**src/rtl/id_stage_pipe.sv**
```systemverilog
`default_nettype none
// ============================================================================
// id_stage_pipe : decode stage (register file, decoder, imm gen, load-use hazard)
// Revision      : 1.0
// ============================================================================
module id_stage_pipe #(
  parameter int XLEN       = 32,
  parameter int REG_ADDR_W = 5,
  parameter bit BYPASS_EN  = 1'b1
) (
  input  logic                  clk_i,
  input  logic                  rst_i,
  input  logic                  flush_i,
  input  logic                  if_valid_i,
  output logic                  if_ready_o,
  input  logic [XLEN-1:0]       if_pc_i,
  input  logic [31:0]           if_inst_i,
  input  logic                  wb_we_i,
  input  logic [REG_ADDR_W-1:0] wb_addr_i,
  input  logic [XLEN-1:0]       wb_data_i,
  input  logic                  ex_ld_valid_i,
  input  logic [REG_ADDR_W-1:0] ex_ld_rd_i,
  output logic                  id_valid_o,
  input  logic                  id_ready_i,
  output logic [XLEN-1:0]       id_pc_o,
  output logic [XLEN-1:0]       id_rs1_o,
  output logic [XLEN-1:0]       id_rs2_o,
  output logic [REG_ADDR_W-1:0] id_rs1_addr_o,
  output logic [REG_ADDR_W-1:0] id_rs2_addr_o,
  output logic [REG_ADDR_W-1:0] id_rd_o,
  output logic [XLEN-1:0]       id_imm_o,
  output logic [2:0]            id_funct3_o,
  output logic                  id_funct7b5_o,
  output logic                  id_alu_src_o,
  output logic [1:0]            id_alu_op_o,
  output logic                  id_mem_read_o,
  output logic                  id_mem_write_o,
  output logic                  id_reg_write_o,
  output logic                  id_is_branch_o,
  output logic                  id_is_jump_o,
  output logic [1:0]            id_wb_sel_o,
  output logic                  id_illegal_o
);
  localparam int c_NREGS = 1 << REG_ADDR_W;

  localparam logic [6:0] c_OPC_OP     = 7'b0110011;
  localparam logic [6:0] c_OPC_OP_IMM = 7'b0010011;
  localparam logic [6:0] c_OPC_LOAD   = 7'b0000011;
  localparam logic [6:0] c_OPC_STORE  = 7'b0100011;
  localparam logic [6:0] c_OPC_BRANCH = 7'b1100011;
  localparam logic [6:0] c_OPC_JAL    = 7'b1101111;
  localparam logic [6:0] c_OPC_JALR   = 7'b1100111;
  localparam logic [6:0] c_OPC_LUI    = 7'b0110111;
  localparam logic [6:0] c_OPC_AUIPC  = 7'b0010111;

  localparam logic [2:0] c_IMM_NONE = 3'd0;
  localparam logic [2:0] c_IMM_I    = 3'd1;
  localparam logic [2:0] c_IMM_S    = 3'd2;
  localparam logic [2:0] c_IMM_B    = 3'd3;
  localparam logic [2:0] c_IMM_U    = 3'd4;
  localparam logic [2:0] c_IMM_J    = 3'd5;

  typedef struct packed {
    logic [XLEN-1:0]       pc;
    logic [XLEN-1:0]       rs1;
    logic [XLEN-1:0]       rs2;
    logic [REG_ADDR_W-1:0] rs1_addr;
    logic [REG_ADDR_W-1:0] rs2_addr;
    logic [REG_ADDR_W-1:0] rd;
    logic [XLEN-1:0]       imm;
    logic [2:0]            funct3;
    logic                  funct7b5;
    logic                  alu_src;
    logic [1:0]            alu_op;
    logic                  mem_read;
    logic                  mem_write;
    logic                  reg_write;
    logic                  is_branch;
    logic                  is_jump;
    logic [1:0]            wb_sel;
    logic                  illegal;
  } slot_t;

  logic [XLEN-1:0]       regs_q [c_NREGS];
  slot_t                 slot_d, slot_q, dec;
  logic                  valid_d, valid_q;
  logic [6:0]            opcode;
  logic [REG_ADDR_W-1:0] rs1_addr, rs2_addr, rd_addr;
  logic                  use_rs1, use_rs2, hazard, slot_free, wb_wr;
  logic                  alu_src, mem_read, mem_write, reg_write, is_branch, is_jump, illegal;
  logic [1:0]            alu_op, wb_sel;
  logic [2:0]            imm_sel;
  logic [31:0]           imm32;
  logic [XLEN-1:0]       imm_ext, rs1_val, rs2_val;

  assign opcode   = if_inst_i[6:0];
  assign rs1_addr = REG_ADDR_W'(if_inst_i[19:15]);
  assign rs2_addr = REG_ADDR_W'(if_inst_i[24:20]);
  assign rd_addr  = REG_ADDR_W'(if_inst_i[11:7]);
  assign wb_wr    = wb_we_i && (wb_addr_i != '0);

  always_comb begin
    alu_src = 1'b0; alu_op = 2'b00; mem_read = 1'b0; mem_write = 1'b0;
    reg_write = 1'b0; is_branch = 1'b0; is_jump = 1'b0; wb_sel = 2'b00;
    illegal = 1'b0; use_rs1 = 1'b0; use_rs2 = 1'b0; imm_sel = c_IMM_NONE;
    case (opcode)
      c_OPC_OP:     begin reg_write = 1'b1; alu_op = 2'b10; use_rs1 = 1'b1; use_rs2 = 1'b1; end
      c_OPC_OP_IMM: begin reg_write = 1'b1; alu_src = 1'b1; alu_op = 2'b10; use_rs1 = 1'b1; imm_sel = c_IMM_I; end
      c_OPC_LOAD:   begin reg_write = 1'b1; alu_src = 1'b1; mem_read = 1'b1; wb_sel = 2'b01; use_rs1 = 1'b1; imm_sel = c_IMM_I; end
      c_OPC_STORE:  begin alu_src = 1'b1; mem_write = 1'b1; use_rs1 = 1'b1; use_rs2 = 1'b1; imm_sel = c_IMM_S; end
      c_OPC_BRANCH: begin is_branch = 1'b1; alu_op = 2'b01; use_rs1 = 1'b1; use_rs2 = 1'b1; imm_sel = c_IMM_B; end
      c_OPC_JAL:    begin reg_write = 1'b1; is_jump = 1'b1; wb_sel = 2'b10; imm_sel = c_IMM_J; end
      c_OPC_JALR:   begin reg_write = 1'b1; alu_src = 1'b1; is_jump = 1'b1; wb_sel = 2'b10; use_rs1 = 1'b1; imm_sel = c_IMM_I; end
      c_OPC_LUI:    begin reg_write = 1'b1; alu_src = 1'b1; alu_op = 2'b11; imm_sel = c_IMM_U; end
      c_OPC_AUIPC:  begin reg_write = 1'b1; alu_src = 1'b1; imm_sel = c_IMM_U; end
      default:      illegal = 1'b1;
    endcase
  end

  always_comb begin
    imm32 = '0;
    case (imm_sel)
      c_IMM_I: imm32 = {{20{if_inst_i[31]}}, if_inst_i[31:20]};
      c_IMM_S: imm32 = {{20{if_inst_i[31]}}, if_inst_i[31:25], if_inst_i[11:7]};
      c_IMM_B: imm32 = {{19{if_inst_i[31]}}, if_inst_i[31], if_inst_i[7], if_inst_i[30:25], if_inst_i[11:8], 1'b0};
      c_IMM_U: imm32 = {if_inst_i[31:12], 12'b0};
      c_IMM_J: imm32 = {{11{if_inst_i[31]}}, if_inst_i[31], if_inst_i[19:12], if_inst_i[20], if_inst_i[30:21], 1'b0};
      default: imm32 = '0;
    endcase
  end

  generate
    if (XLEN > 32) begin : g_imm_wide
      assign imm_ext = {{(XLEN-32){imm32[31]}}, imm32};
    end else begin : g_imm_narrow
      assign imm_ext = imm32;
    end
  endgenerate

  // x0 override is applied last so a bypass can never make it nonzero
  always_comb begin
    rs1_val = regs_q[rs1_addr];
    rs2_val = regs_q[rs2_addr];
    if (BYPASS_EN && wb_wr && (wb_addr_i == rs1_addr)) rs1_val = wb_data_i;
    if (BYPASS_EN && wb_wr && (wb_addr_i == rs2_addr)) rs2_val = wb_data_i;
    if (rs1_addr == '0) rs1_val = '0;
    if (rs2_addr == '0) rs2_val = '0;
  end

  always_comb begin
    dec           = '0;
    dec.pc        = if_pc_i;
    dec.rs1       = rs1_val;
    dec.rs2       = rs2_val;
    dec.rs1_addr  = rs1_addr;
    dec.rs2_addr  = rs2_addr;
    dec.rd        = rd_addr;
    dec.imm       = imm_ext;
    dec.funct3    = if_inst_i[14:12];
    dec.funct7b5  = if_inst_i[30];
    dec.alu_src   = alu_src;
    dec.alu_op    = alu_op;
    dec.mem_read  = mem_read;
    dec.mem_write = mem_write;
    dec.reg_write = reg_write;
    dec.is_branch = is_branch;
    dec.is_jump   = is_jump;
    dec.wb_sel    = wb_sel;
    dec.illegal   = illegal;
  end

  assign hazard = if_valid_i && ex_ld_valid_i && (ex_ld_rd_i != '0) &&
                  ((use_rs1 && (rs1_addr == ex_ld_rd_i)) || (use_rs2 && (rs2_addr == ex_ld_rd_i)));
  assign slot_free  = !valid_q || id_ready_i;
  assign if_ready_o = flush_i || (slot_free && !hazard);

  // A held slot keeps its operands current with write-back so EX never sees stale data
  always_comb begin
    slot_d  = slot_q;
    valid_d = valid_q;
    if (flush_i) begin
      valid_d = 1'b0;
    end else if (slot_free) begin
      valid_d = if_valid_i && !hazard;
      if (if_valid_i && !hazard) slot_d = dec;
    end else begin
      if (wb_wr && (wb_addr_i == slot_q.rs1_addr)) slot_d.rs1 = wb_data_i;
      if (wb_wr && (wb_addr_i == slot_q.rs2_addr)) slot_d.rs2 = wb_data_i;
    end
  end

  always_ff @(posedge clk_i) begin
    if (rst_i) begin
      slot_q  <= '0;
      valid_q <= 1'b0;
    end else begin
      slot_q  <= slot_d;
      valid_q <= valid_d;
    end
  end

  always_ff @(posedge clk_i) begin
    if (rst_i) begin
      for (int i = 0; i < c_NREGS; i++) regs_q[i] <= '0;
    end else if (wb_wr) begin
      regs_q[wb_addr_i] <= wb_data_i;
    end
  end

  assign id_valid_o     = valid_q;
  assign id_pc_o        = slot_q.pc;
  assign id_rs1_o       = slot_q.rs1;
  assign id_rs2_o       = slot_q.rs2;
  assign id_rs1_addr_o  = slot_q.rs1_addr;
  assign id_rs2_addr_o  = slot_q.rs2_addr;
  assign id_rd_o        = slot_q.rd;
  assign id_imm_o       = slot_q.imm;
  assign id_funct3_o    = slot_q.funct3;
  assign id_funct7b5_o  = slot_q.funct7b5;
  assign id_alu_src_o   = slot_q.alu_src;
  assign id_alu_op_o    = slot_q.alu_op;
  assign id_mem_read_o  = slot_q.mem_read;
  assign id_mem_write_o = slot_q.mem_write;
  assign id_reg_write_o = slot_q.reg_write;
  assign id_is_branch_o = slot_q.is_branch;
  assign id_is_jump_o   = slot_q.is_jump;
  assign id_wb_sel_o    = slot_q.wb_sel;
  assign id_illegal_o   = slot_q.illegal;
endmodule
`default_nettype wire

```
**config.mk**
```make
export PLATFORM = sky130hd
export DESIGN_NAME = id_stage_pipe
export DESIGN_NICKNAME = d
export VERILOG_FILES = /design/src/rtl/id_stage_pipe.sv
export SDC_FILE = /design/constraint.sdc
export NUM_CORES = 2
export LEC_CHECK = 0
export ABC_CLOCK_PERIOD_IN_PS = 3500
export BUFFER_PORTS_ARGS = -buffer_cell sky130_fd_sc_hd__buf_4
export CORE_ASPECT_RATIO = 1.4
export CORE_MARGIN = 1
export CORE_UTILIZATION = 50
export DETAILED_ROUTE_END_ITERATION = 12
export PLACE_DENSITY = 0.67
export SLEW_MARGIN = 20
export SYNTH_ARGS = -nofsm -noshare
export SYNTH_HDL_FRONTEND = slang
export SYNTH_SLANG_ARGS = --single-unit
```
**constraint.sdc**
```tcl
create_clock -name clk_i -period 3.5 [get_ports clk_i]
set_input_delay 0.7 -clock clk_i [delete_from_list [all_inputs] [get_ports clk_i]]
set_output_delay 0.7 -clock clk_i [all_outputs]
set_load 0.01 [all_outputs]
```
# ---- After elaboration in Yosys (flattened, before gate mapping)
# Memory sizes are Yosys's and may differ from the RTL's.
# Cells that the tools add are included.
dict set report word_totals {
  mem_count 1
  reg_bits 159
  ram_bits 1024
  out_inout_bits 160
  input_bits 113
  elab_cells 108
}
dict set report classes {
  n_mux 29
  n_reduce_logical 37
  bitwise 1
  eq_ne 21
}
# memory words width read_ports rd_clocked_by_memory_dff write_ports line
set memory_table {}
lappend memory_table {regs_q 32 32 2 0 32 84} ;# logic [XLEN-1:0] regs_q [c_NREGS];
# operator count
set op_table {}
lappend op_table {{32-bit two-way mux} 7}
lappend op_table {{32-bit one-hot mux with 5 select lines} 1}
lappend op_table {{126-bit two-way mux} 1}
lappend op_table {{64-bit two-way mux} 1}
lappend op_table {{32-bit OR reduction} 1}
lappend op_table {{5-bit == test} 6}
lappend op_table {{7-bit by 6-bit == test with 1-bit output, second input constant} 3}
lappend op_table {{7-bit == test, second input constant} 3}
lappend op_table {{1-bit two-way mux} 15}
lappend op_table {{3-bit one-hot mux with 5 select lines} 1}
lappend op_table {{7-bit by 5-bit == test with 1-bit output, second input constant} 2}
lappend op_table {{1-bit logical AND} 12}
lappend op_table {{6-bit OR reduction} 2}
lappend op_table {{5-bit logical NOT} 2}
lappend op_table {{5-bit nonzero test} 2}
lappend op_table {{3-bit AND reduction} 3}
lappend op_table {{9-bit OR reduction} 1}
lappend op_table {{2-bit OR reduction} 4}
lappend op_table {{7-bit by 2-bit == test with 1-bit output, second input constant} 1}
lappend op_table {{7-bit OR reduction} 1}
lappend op_table {{3-bit by 2-bit == test with 1-bit output, second input constant} 2}
lappend op_table {{3-bit == test, second input constant} 2}
lappend op_table {{2-bit one-hot mux with 3 select lines} 1}
lappend op_table {{3-bit OR reduction} 2}
lappend op_table {{8 further kinds} 12}

# ---- Logic depth before layout (Yosys ltp)
dict set report logic_depth {
  word_depth 10
  depth_mapped 10
  depth_no_buf 7
}

# ---- Least setup slack after synthesis
# No wires, ideal clock.
dict set report synth_timing {
  path_type {input-to-output}
  from {input if_inst_i[22]}
  to {output if_ready_o}
  t_required_ps 2800
  arrival_ps 2151
  cell_stages 7
  path_buffers 1
  slack_ps 649
  cell_sequence {clkbuf_1 > xnor2_1 > nand4_1 > or4_1 > a21o_1 > o21ai_0 > nand2b_1}
}
dict set report synth_between {
  elab_chain_cells 7
}
# item line
set synth_rtl {}
lappend synth_rtl {{from (decl)} 17} ;# input logic [31:0] if_inst_i,
lappend synth_rtl {{5-bit == test} 173} ;# ((use_rs1 && (rs1_addr == ex_ld_rd_i)) || (use_rs2 && (rs2_addr == ex_ld_rd_i)));
lappend synth_rtl {{1-bit logical AND} 173}
lappend synth_rtl {{1-bit logical OR} 173}
lappend synth_rtl {{1-bit logical AND} 172} ;# assign hazard = if_valid_i && ex_ld_valid_i && (ex_ld_rd_i != '0) &&
lappend synth_rtl {{1-bit logical NOT} 175} ;# assign if_ready_o = flush_i || (slot_free && !hazard);
lappend synth_rtl {{1-bit logical AND} 175}
lappend synth_rtl {{1-bit logical OR} 175}
lappend synth_rtl {{to (decl)} 15} ;# output logic if_ready_o,
# Every way passes these cells.

# ---- Final worst setup path
dict set report layout_timing {
  from {input if_inst_i[6]}
  to {output if_ready_o}
}
dict set report layout_between {
  elab_chain_cells 9
  elab_cells_between_ends 17
  classes_between {eq/ne: 6; mux: 2; reduce/logical: 9}
}
# item line
set layout_rtl {}
lappend layout_rtl {{7-bit == test (tied with other cells)} 106} ;# case (opcode)
lappend layout_rtl {{6-bit OR reduction (no line) or 3-bit OR reduction (tied branches)} --}
lappend layout_rtl {{1-bit two-way mux} 106}
lappend layout_rtl {{1-bit logical AND} 173}
lappend layout_rtl {{1-bit logical OR (*)} 173}
lappend layout_rtl {{1-bit logical AND (*)} 172}
lappend layout_rtl {{1-bit logical NOT (*)} 175}
lappend layout_rtl {{1-bit logical AND (*)} 175}
lappend layout_rtl {{1-bit logical OR (*)} 175}
# Mark *: on every way between the ends. The rest lies on a longest branch, timed or not.

==> tab_implementation.tex <==
\begin{tabular}{lr}
\hline
Metric & Value \\
\hline
\multicolumn{2}{l}{\textbf{Worst setup path}} \\
Number of cell instances on the worst register-to-register path & 6 \\
Peak fanout along the critical path & 9 \\
Data arrival time of the critical path & 2.56 ns \\
FF-to-FF setup slack & 1.06 ns \\
R2r endpoint & id\_rs1\_o[14] \\
Start of the worst register-to-register path & id\_valid\_o \\
Kind of critical path & primary input to output port \\
Critical Path Source Type & primary input \\
Category of the worst setup path capture point & output port \\
Critical Path RT & 2.80 ns \\
\multicolumn{2}{l}{\textbf{Die}} \\
Die outline area & 123000 um\^{}2 \\
Die extent in y & 414 um \\
Width of the chip & 296 um \\
Starting utilization of the core area & 0.506 \\
Number of top-level design ports & 273 \\
Area inside the core boundary & 120000 um\^{}2 \\
FP Rows & 150 \\
\multicolumn{2}{l}{\textbf{Timing}} \\
Post-route worst setup slack & 0.244 ns \\
Final Cycle Share & 0.930 \\
Worst slew margin relative to its limit & 0.230 \\
Worst-margin pin slew & 1.15 ns \\
Shortest clock period the worst path allows after layout & 3.26 ns \\
Final count of pins violating max slew & 0 \\
RSZ-0062 raised after global routing & false \\
Final setup violation count & 0 \\
Maximum clock skew at final layout & 0.0259 ns \\
Hold violation total from the final report & 0 \\
Fmax achieved & 0.307 GHz \\
Final sum of negative setup slack & 0 ns \\
\multicolumn{2}{l}{\textbf{Logic synthesis}} \\
Synthesized flop and latch total & 1183 \\
Combined area of all synthesized cells & 60700 um\^{}2 \\
Yosys cell types & 56 \\
Number of flops mapped to enable cells by yosys & 1024 \\
Cell types occupying the most area after synthesis & sky130\_fd\_sc\_hd\_\_edfxtp\_1, sky130\_fd\_sc\_hd\_\_mux4\_2, sky130\_fd\_sc\_hd\_\_and2\_1 \\
Async S/R FF share, synth & 0 \\
Cell type with the largest total area after synthesis & sky130\_fd\_sc\_hd\_\_edfxtp\_1 \\
Top cell type's share of synthesized area & 0.507 \\
Mean cell area of the mapped netlist & 13.4 um\^{}2 \\
Sequential area share after synthesis & 0.559 \\
Number of warnings reported in the yosys synthesis log & 0 \\
Top FF cell, synth & sky130\_fd\_sc\_hd\_\_edfxtp\_1 \\
Number of cells produced by synthesis & 4539 \\
\multicolumn{2}{l}{\textbf{Placement}} \\
Half-perimeter wire length of the detailed placement result & 130 mm \\
Gpl congestion & 0.898 \\
Port Buffer Count & 272 \\
Worst slack at placement & 0.144 ns \\
\multicolumn{2}{l}{\textbf{Clock tree}} \\
Worst-Skew Late Latency & 0.75 ns \\
Postcts setup bufs & 0 \\
CTS tree & yes \\
CTS buffer count & 115 \\
Number of buffers on the longest clock path & 3 \\
Number of hold buffers added after cts & 0 \\
PostCTS Resize Cnt & 0 \\
Clock H-tree levels & 3 \\
CTS Sinks & 1183 \\
Register clock-pin slew on the reported worst setup and hold paths & 0.06 ns \\
Clock root buffer & sky130\_fd\_sc\_hd\_\_clkbuf\_16 \\
\multicolumn{2}{l}{\textbf{Run}} \\
Number of max-cap violations & 0 \\
\multicolumn{2}{l}{\textbf{Layout}} \\
Commonest cells after routing, fill and taps aside & sky130\_fd\_sc\_hd\_\_edfxtp\_1, sky130\_fd\_sc\_hd\_\_and2\_1, sky130\_fd\_sc\_hd\_\_buf\_4, sky130\_fd\_sc\_hd\_\_mux4\_2, sky130\_fd\_sc\_hd\_\_a22oi\_1 \\
Fraction of layout instances using a drive strength above 1 & 0.250 \\
Post-layout utilization of the core & 0.579 \\
Number of fill cells in the layout & 9479 \\
Area growth from synthesis to layout & 14.4\% \\
Count of nets after finishing & 4810 \\
Leading cell type in the layout, fill and taps excluded & sky130\_fd\_sc\_hd\_\_edfxtp\_1 \\
\multicolumn{2}{l}{\textbf{Global route}} \\
Global-route total usage across every layer & 0.340 \\
First-pass GRT wire length & 296 mm \\
Number of antenna violations at the first check in global routing & 10 \\
Total grt overflow & 0 \\
Maximum number of pins on one net before global-route repair & 80 \\
Via count of the first global-routing pass & 42526 \\
\multicolumn{2}{l}{\textbf{Drt}} \\
Number of search-and-repair iterations in the first detailed-routing pass & 7 \\
Routed wirelength normalized by instance count & 32.8 um \\
Post-route DRC & 0 \\
Routed vias/inst & 6.67 \\
Via total after detailed routing & 42645 \\
Count of nets left with antenna violations after detail routing & 0 \\
Initial drt markers & 5358 \\
WL final & 210 mm \\
\multicolumn{2}{l}{\textbf{Hold path}} \\
Path category of the worst min-delay check & primary input to register \\
Terminating pin of the worst hold path & id\_pc\_o[14] \\
Number of instances on the worst hold path & 3 \\
Launch instance of the worst min-delay path & if\_pc\_i[14] \\
\multicolumn{2}{l}{\textbf{Power}} \\
Maximum ir drop on the vdd rail & 420 uV \\
Leakage & 24.3 nW \\
Power Density & 483 nW/um\^{}2 \\
\multicolumn{2}{l}{\textbf{Status}} \\
Status & completed \\
\hline
\end{tabular}
## worst max-delay path: stages
cell and delay, ns:
sky130_fd_sc_hd__buf_4 0.15, sky130_fd_sc_hd__a21boi_1 0.33, sky130_fd_sc_hd__nand4_1 0.13, sky130_fd_sc_hd__or4_1 0.61
sky130_fd_sc_hd__a21o_1 0.24, sky130_fd_sc_hd__o21ai_0 0.18, sky130_fd_sc_hd__nand2b_1 0.08, sky130_fd_sc_hd__buf_4 0.14
## kinds of logic (layout without fill, tap and decap cells)
kind of cell              Yosys count  in the layout  synth area share
and+or+nand+nor                  1493           1493             0.143
DFF                              1183           1183             0.559
AOI/OAI and AO/OA                 783            783            0.0855
muxes                             578            578             0.176
buffers and inverters             471            701            0.0309
xor gates and xnor gates           30             30           0.00433
other                               1             34         0.0000618
## metrics by stage
step           power (mW)  cells  instance area, um^2  hold WS (ns)
2_1_floorplan        18.9   4570                60800         0.476
3_3_place_gp         20.5   6176                65400         0.440
3_5_place_dp         20.6   6176                65400         0.445
4_1_cts              33.5   6396                69400         0.157
5_1_grt              34.3   6397                69400         0.173
6_report             33.5   6398                69400         0.186
## sequential cells by signal, indices dropped and copies added, names as in the netlist, 3 cells and up
name           flops
id_imm_o          32
id_rs1_addr_o      5
id_pc_o           32
id_rs2_o          32
id_rd_o            5
id_rs1_o          32
id_funct3_o        3
id_rs2_addr_o      5
regs_q          1024
## metal layers
layer  global-route usage  vias to the layer above  share of wire
li1                     -                    17523              -
met1                0.417                    21535           0.34
met2                0.558                     2866           0.49
met3               0.0691                      721           0.11
met4                0.191                        0          0.061
met5                    0                        -              0
## worst max-delay path by stage
stage,startpoint,endpoint,slack (ns),depth (start not counted)
floorplan,if_inst_i[22],if_ready_o,0.65,7
global placement,ex_ld_rd_i[0],id_rs1_o[18],0.19,8
detailed placement,ex_ld_rd_i[0],id_rs1_o[15],0.14,8
CTS,if_inst_i[6],if_ready_o,0.25,8
global route,if_inst_i[6],if_ready_o,0.14,8
finish,if_inst_i[6],if_ready_o,0.24,8
## power by group
| group | leakage (nW) | switching, mW | internal, mW |
|---|---|---|---|
| Clock | 1.95 | 5.59 | 7.57 |
| Combinational | 11.3 | 2.27 | 1.60 |
| Sequential | 11.0 | 0.424 | 16.1 |
| Total | 24.3 | 8.29 | 25.2 |
## cells in the mapped netlist (all sizes together) (10+ instances only)
master / number
edfxtp: 1024
and2: 999
mux4: 386
clkbuf: 344
a22oi: 248
a211oi: 189
a21oi: 169
dfxtp: 159
nand2: 143
o21ai: 132
mux2i: 129
buf: 124
nor2: 120
nor2b: 69
nand4: 67
mux2: 63
or2: 31
o2bb2ai: 24
xor2: 16
nand3: 15
xnor2: 14
nor3: 10
## area by class of cell
cell class                 instances  area, um^2  share of cell area
multi-input combinational       2916       25300               0.364
timing repair buffer             478        4200              0.0605
clock buffer                     173        3390              0.0488
tap                             1596        2000              0.0288
antenna                            2        5.00           0.0000721
sequential                      1183       33900               0.489
inverter                           3        11.3            0.000162
clock inverter                    47         586             0.00844
Note: power is estimated with default switching activity, not from simulation.
